File: src/rtl/uart_matrix_loader.sv
// Parses ASCII hex words from the UART byte stream and writes them linearly into SRAM.
// Both operand matrices (2*SIZE*SIZE words) are filled before the multiplier runs.
module uart_matrix_loader #(
  parameter int SIZE       = 4,
  parameter int DATA_WIDTH = 18,
  parameter int ADDR_WIDTH = 11,
  parameter int BASE_ADDR  = 0,
  parameter int MAX_DIGITS = 5
) (
  input  logic                  clk,
  input  logic                  reset_n,
  input  logic                  start,
  input  logic [7:0]            rx_byte,
  input  logic                  received,
  output logic                  sram_we,
  output logic [ADDR_WIDTH-1:0] sram_addr,
  output logic [DATA_WIDTH-1:0] sram_data,
  output logic                  busy,
  output logic                  done,
  output logic                  err,
  output logic [ADDR_WIDTH-1:0] words_loaded
);

  // state   | meaning
  // S_IDLE  | after reset, bytes ignored until start
  // S_PARSE | consuming hex digits and separators
  // S_DONE  | all 2*SIZE*SIZE words written
  // S_ERR   | bad byte, too many digits or overflow; halted until start
  localparam logic [1:0] S_IDLE  = 2'd0;
  localparam logic [1:0] S_PARSE = 2'd1;
  localparam logic [1:0] S_DONE  = 2'd2;
  localparam logic [1:0] S_ERR   = 2'd3;

  localparam int ACC_W  = MAX_DIGITS * 4;
  localparam int NDIG_W = $clog2(MAX_DIGITS + 1);
  localparam int TOTAL  = 2 * SIZE * SIZE;

  logic [1:0]            state;
  logic [ACC_W-1:0]      acc;
  logic [NDIG_W-1:0]     ndig;
  logic                  is_hex;
  logic                  is_sep;
  logic [3:0]            nibble;
  logic                  overflow;
  logic [DATA_WIDTH-1:0] acc_word;

  always_comb begin
    is_hex = 1'b0;
    nibble = 4'd0;
    if (rx_byte >= 8'h30 && rx_byte <= 8'h39) begin
      is_hex = 1'b1;
      nibble = rx_byte[3:0];
    end else if ((rx_byte >= 8'h41 && rx_byte <= 8'h46) ||
                 (rx_byte >= 8'h61 && rx_byte <= 8'h66)) begin
      is_hex = 1'b1;
      nibble = rx_byte[3:0] + 4'd9;
    end
  end

  assign is_sep = (rx_byte == 8'h20) || (rx_byte == 8'h2C) || (rx_byte == 8'h0D) ||
                  (rx_byte == 8'h0A) || (rx_byte == 8'h5B) || (rx_byte == 8'h5D);

  // Accumulator may be wider or narrower than the SRAM word depending on parameters.
  generate
    if (ACC_W > DATA_WIDTH) begin : g_wide_acc
      assign overflow = |acc[ACC_W-1:DATA_WIDTH];
      assign acc_word = acc[DATA_WIDTH-1:0];
    end else begin : g_narrow_acc
      assign overflow = 1'b0;
      assign acc_word = DATA_WIDTH'(acc);
    end
  endgenerate

  assign busy = (state == S_PARSE);
  assign done = (state == S_DONE);
  assign err  = (state == S_ERR);

  always_ff @(posedge clk or negedge reset_n) begin
    if (!reset_n) begin
      state        <= S_IDLE;
      acc          <= '0;
      ndig         <= '0;
      words_loaded <= '0;
      sram_we      <= 1'b0;
      sram_addr    <= '0;
      sram_data    <= '0;
    end else begin
      sram_we <= 1'b0;
      // start has priority over a coincident byte, which is dropped
      if (start) begin
        state        <= S_PARSE;
        acc          <= '0;
        ndig         <= '0;
        words_loaded <= '0;
      end else if (state == S_PARSE && received) begin
        if (is_hex) begin
          if (ndig == NDIG_W'(MAX_DIGITS)) begin
            state <= S_ERR;
          end else begin
            acc  <= {acc[ACC_W-5:0], nibble};
            ndig <= ndig + NDIG_W'(1);
          end
        end else if (is_sep) begin
          if (ndig != '0) begin
            if (overflow) begin
              state <= S_ERR;
            end else begin
              sram_we      <= 1'b1;
              sram_addr    <= ADDR_WIDTH'(BASE_ADDR) + words_loaded;
              sram_data    <= acc_word;
              words_loaded <= words_loaded + ADDR_WIDTH'(1);
              acc          <= '0;
              ndig         <= '0;
              if (words_loaded == ADDR_WIDTH'(TOTAL - 1))
                state <= S_DONE;
            end
          end
        end else begin
          state <= S_ERR;
        end
      end
    end
  end

endmodule

File: config.mk
export PLATFORM = sky130hd
export DESIGN_NAME = uart_matrix_loader
export DESIGN_NICKNAME = d
export VERILOG_FILES = /design/src/rtl/uart_matrix_loader.sv
export SDC_FILE = /design/constraint.sdc
export NUM_CORES = 1
export LEC_CHECK = 0
export ABC_AREA = 1
export ABC_CLOCK_PERIOD_IN_PS = 2100
export CORE_MARGIN = 10
export CORE_UTILIZATION = 35
export CTS_CLUSTER_DIAMETER = 200
export DETAILED_ROUTE_END_ITERATION = 16
export PLACE_DENSITY_LB_ADDON = 0.3
export SYNTH_ARGS = -nofsm -noshare
export SYNTH_HDL_FRONTEND = slang
export SYNTH_SLANG_ARGS = --single-unit
File: constraint.sdc
create_clock -name clk -period 2.1 [get_ports clk]
set_input_delay 0.525 -clock clk [delete_from_list [all_inputs] [get_ports clk]]
set_output_delay 0.525 -clock clk [all_outputs]
set_load 0.03 [all_outputs]
==> Word-level counts from Yosys, hierarchy flattened <==
Cells that the tools add are included.
{ "word_totals": {"register_bits": 66, "input_bits": 12, "word_cells": 96} }
{ "op_classes": {"addsub": 3, "n_lt_le_gt_ge": 6, "eq_ne": 18, "n_mux": 38, "n_bitwise": 3, "reduce_logical": 21} }
{ "ops": {"columns": ["op", "n"], "rows": [
  ["$mux W20", 7],
  ["$mux W11", 6],
  ["$mux W3", 7],
  ["$eq A8 B4 Y1 const B", 2],
  ["$eq A8 B6 Y1 const B", 2],
  ["$eq A8 B7 Y1 const B", 2],
  ["$ge A8 B7 Y1 const B", 2],
  ["$le A8 B7 Y1 const B", 2],
  ["$mux W2", 8],
  ["$add A11 B1 Y11 const B", 1],
  ["$eq A11 B5 Y1 const B", 1],
  ["$reduce_and A5 Y1", 2],
  ["$reduce_bool A3 Y1", 3],
  ["$ge A8 B6 Y1 const B", 1],
  ["$le A8 B6 Y1 const B", 1],
  ["$mux W1", 8],
  ["$mux W4", 2],
  ["$logic_or A1 B1 Y1", 6],
  ["$ne A3 B3 Y1 const B", 2],
  ["$reduce_and A6 Y1", 1],
  ["$reduce_bool A2 Y1", 3],
  ["$ne A5 B3 Y1 const B", 1],
  ["$add A4 B4 Y4 const B", 1],
  ["$eq A2 B2 Y1 const B", 2],
  ["10 further kinds", 16]
]} }

==> Depth between registers and ports, before layout <==
{ "depth": {"ltp_word": 10, "mapped_depth": 13} }

==> Worst setup path after synthesis <==
Ideal clock, no wire load.
{ "synth_timing": {"path_type": "in2reg", "startpoint": "in rx_byte[0]", "endpoint": "reg acc[10]", "setup_ns": 0.116, "t_arrival_ns": 1.770, "required_ns": 1.984, "path_slack_ns": 0.214, "path_stages": 12, "path_buffers": 1, "cell_sequence": "inv_1 -> ha_1 -> nand3b_1 -> nand3_4 -> nand2_2 -> nand2_4 -> nor2_4 -> nor2_8 -> nand2_4 -> buf_8 -> nand2_2 -> nand2_1"} }
{ "synth_via": {"elab_chain_len": 8, "elab_cells_between_ends": 31, "classes_between": "order compare (6); eq/ne (8); mux (5); reduce/logical (12)"} }
{ "synth_rtl": {"columns": ["element", "line_no", "source"], "rows": [
  ["start: declaration", "13", "input logic [7:0] rx_byte,"],
  ["$ge A8 B7 Y1, or another cell as far along", "53", "end else if ((rx_byte >= 8'h41 && rx_byte <= 8'h46) ||"],
  ["$logic_and A1 B1 Y1, or another cell as far along", "53", null],
  ["$logic_or A1 B1 Y1, on equally long branches", "53, 60", null],
  ["$mux W1 / $logic_or A1 B1 Y1 (equally long branches)", "53, 60", null],
  ["$mux W1 / $logic_or A1 B1 Y1 (equally long branches)", "50, 61", null],
  ["$mux W20 / $logic_or A1 B1 Y1 (equally long branches)", "96, 61", null],
  ["$mux W20 / $reduce_bool A3 Y1 (equally long branches)", null, null],
  ["$mux W20 / $reduce_and A5 Y1 (equally long branches)", null, null],
  ["end signal: assignment", "100", "acc <= {acc[ACC_W-5:0], nibble};"],
  ["end: declaration", "39", "logic [ACC_W-1:0] acc;"]
]} }
Several ways; a longest one is shown, not always the timed one. The select of a mux whose other input is x is not followed.
A chain may end at the register's enable or synchronous reset.

==> Worst setup path after layout <==
{ "layout_timing": {"startpoint": "reg words_loaded[9]", "endpoint": "out words_loaded[9]"} }
{ "layout_lines": {"columns": ["element", "line_no", "source"], "rows": [
  ["start: declaration", "21", "output logic [ADDR_WIDTH-1:0] words_loaded"],
  ["start signal: assignment", "111", "words_loaded <= words_loaded + ADDR_WIDTH'(1);"]
]} }
No word-level cell between the ends.

==> results.json <==
{
  "max-vdd-ir-drop_uv": 262.3,
  "final_setup_margin_ps": 71.30,
  "crit_arrival_ps": 1500,
  "ctsHoldBuffers": 0,
  "critPathMaxFanout": 7,
  "worst_path_clk_slew_ps": 70,
  "source_to_sink_clock_delay_at_the_later_pin_of_the_worst_skew_pair_ps": 340,
  "final_max_slew_viol_count": 0,
  "hold_violations": 0,
  "crit_slowest_cell": "sky130_fd_sc_hd__clkdlybuf4s50_1",
  "timing.critical_path.from": "words_loaded[9]$_DFFE_PN0P_",
  "syn-mean-instance-area_um2": 8.134,
  "route.vias.total": 2901,
  "routed_via_count_divided_by_cell_count": 4.657,
  "outcome": "finished, final reports clean",
  "ys_seq_area_share_pct": 48.93,
  "timing_worst_slew_pin_value_ps": 514.4,
  "leakagePower_nw": 2.148,
  "syn_area_um2": 3376,
  "syn2layout_area_growth_pct": 32.47,
  "synth.distinct_cells": 30,
  "chip_width_um": 118.2,
  "total_power_mw": 2.530,
  "timing.reg2reg.setup_slack_ps": 260,
  "dr.first_iter.drc_count": 180,
  "htreeDepth": 3,
  "design.core.area_um2": 9328,
  "nNetsFinal": 511,
  "path_depth": 1,
  "place_worst_setup_slack_ps": -475.9,
  "holdCritPathClass": "input pin to async pin",
  "top_library_cells_by_usage_in_the_layout_fill_and_taps_aside": "sky130_fd_sc_hd__nand2_1 (116), sky130_fd_sc_hd__dfrtp_1 (66), sky130_fd_sc_hd__clkdlybuf4s50_1 (44)",
  "worst_reg_to_reg_path_cell_count": 9,
  "grt_first_pass_wirelength_mm": 13.98,
  "antenna_found_initial": 0,
  "drc": 0,
  "min_period_over_period_pct": 96.60,
  "final-instance-count-excl-fill": 623,
  "detailed_place_hpwl_mm": 5.700,
  "globalRoute.totalOverflow": 0,
  "grt_usage_pct": 11.92,
  "clock-skew-final_ps": 6.137,
  "grt_setup_unrepaired": "false",
  "avgRoutedWirePerCell_um": 12.99,
  "clock_sinks": 66,
  "critical_path.reg2reg.endpoint": "words_loaded[10]$_DFFE_PN0P_",
  "floorplan.die.height_um": 118.2,
  "critical_path.top_delay_family": "buffers and inverters",
  "timing.final.setup_violations": 0,
  "max_clock_freq_mhz": 492.9,
  "grt_start_max_net_pins": 29,
  "critical_path.reg2reg.startpoint": "words_loaded[0]$_DFFE_PN0P_",
  "cts_made_buffers": 9,
  "ports_placed_on_the_boundary": 56,
  "post-place-cells": 604,
  "fp.dieArea_um2": 13970,
  "number_of_global_route_vias_before_repair": 2893,
  "cp-end-kind": "primary output",
  "synth.ff_latch_count": 66,
  "postPlaceCellArea_um2": 4195,
  "yosysWarnings": 0,
  "setup.worst_path.end": "words_loaded[9]",
  "routed_wire_length_mm": 8.095,
  "setup.worst_path.start_class": "register",
  "clockBufferDepth": 2,
  "post-route-min-period_ps": 2029,
  "fin_tns_setup_ps": 0,
  "path_class": "register to primary output",
  "gp_congestion": 0.8054,
  "crit_buf_inv": 1,
  "num_rows": 35,
  "final_area_um2": 4472,
  "layout.cells.most_common": "sky130_fd_sc_hd__nand2_1",
  "antenna_diode_instance_count": 0,
  "timing.max_cap.violations": 0,
  "relSlewSlack_pct": 65.70,
  "synthesis.instances": 415,
  "final_layout_size_suffix_gt1_share_pct": 13.16,
  "drt_pre_antenna_iters": 4,
  "buffer_ports.inserted": 55,
  "power_per_cell_area_nw_per_um2": 565.8,
  "clock-root-buffer": "sky130_fd_sc_hd__clkbuf_8",
  "maximum_single_stage_delay_on_the_critical_path_ps": 710,
  "cts_tree": "done",
  "timing.critical_path.cells": "clkdlybuf4s50_1",
  "antenna_left": 0,
  "synth.net_count": 435,
  "start_util_pct": 36.19,
  "cp.required_ps": 1570
}
-- sequential cells by signal, indices dropped and copies added (netlist names) --
name          flops
words_loaded     11
acc              20
ndig              3
sram_we           1
state             2
sram_data        18
sram_addr        11
-- cells in the mapped netlist (all sizes together) --
cell type    n  share of area (%)
nand2      130                 16
dfrtp       66                 49
nand3       45                7.2
inv         43                4.8
nor2        41                5.5
o21ai       35                5.2
buf         14                2.7
ha           8                3.0
nor3         8                1.2
nand4        6                1.6
xor2         6                1.6
a21oi        3               0.44
clkbuf       3               0.33
nand3b       2               0.44
xnor2        2               0.52
a21o         1               0.44
clkinv       1               0.11
o211ai       1               0.22
-- power breakdown --
group | total (mW) | switching, mW | internal [mW]
logic | 0.325 | 0.192 | 0.133
clock network | 0.913 | 0.469 | 0.443
registers | 1.29 | 0.0106 | 1.28
total | 2.53 | 0.672 | 1.86
-- metrics by stage --
stage / utilization [%] / hold slack [ps]
global placement: 44.98 / 454.0
floorplan: - / 229.4
CTS: 47.71 / 148.4
detailed placement: 44.98 / 458.2
global route: 47.94 / 184.8
finish: 47.94 / 149.0
-- area by class of cell --
cell class                      instances  area, um^2
Clock buffer                           11       141.4
Clock inverter                          3       17.52
Fill cell                             936        4856
Inverter                               44       165.2
Multi-Input combinational cell        289        1481
Sequential cell                        66        1652
Tap cell                              129       161.4
Timing Repair Buffer                   81       853.3
-- worst min-delay path by stage --
stage,start,to,cells past startpoint
after floorplan,reset_n,acc[0]$_DFFE_PN0P_,0
after global placement,acc[13]$_DFFE_PN0P_,acc[13]$_DFFE_PN0P_,2
after detailed placement,acc[11]$_DFFE_PN0P_,acc[11]$_DFFE_PN0P_,2
after CTS,reset_n,sram_addr[7]$_DFFE_PN0P_,1
after global routing,reset_n,words_loaded[0]$_DFFE_PN0P_,1
final,reset_n,sram_addr[7]$_DFFE_PN0P_,1
-- kinds of logic (layout without fill, tap and decap cells) --
family / count (synthesis) / after routing / synth area share (%)
fa+ha+maj: 8 / 8 / 2.965
flops: 66 / 66 / 48.93
compound gates: 40 / 40 / 6.301
xor+xnor: 8 / 8 / 2.076
simple gates: 232 / 233 / 31.80
buf+inv: 61 / 139 / 7.932
-- repair_timing --
item	in CTS	in global routing
cloned	2	0
pin swaps	2	0
setup buffers	3	0
resized for setup	9	7
setup endpoints to repair	38	31
-- metal layers --
| metal | share of wire [%] | global-route usage, % |
|---|---|---|
| met1 | 46 | 14.63 |
| met5 | 0 | 0 |
| met4 | 1.2 | 3.941 |
| met3 | 6.1 | 4.236 |
| met2 | 46 | 19.05 |
(Power assumes the default switching activity.)
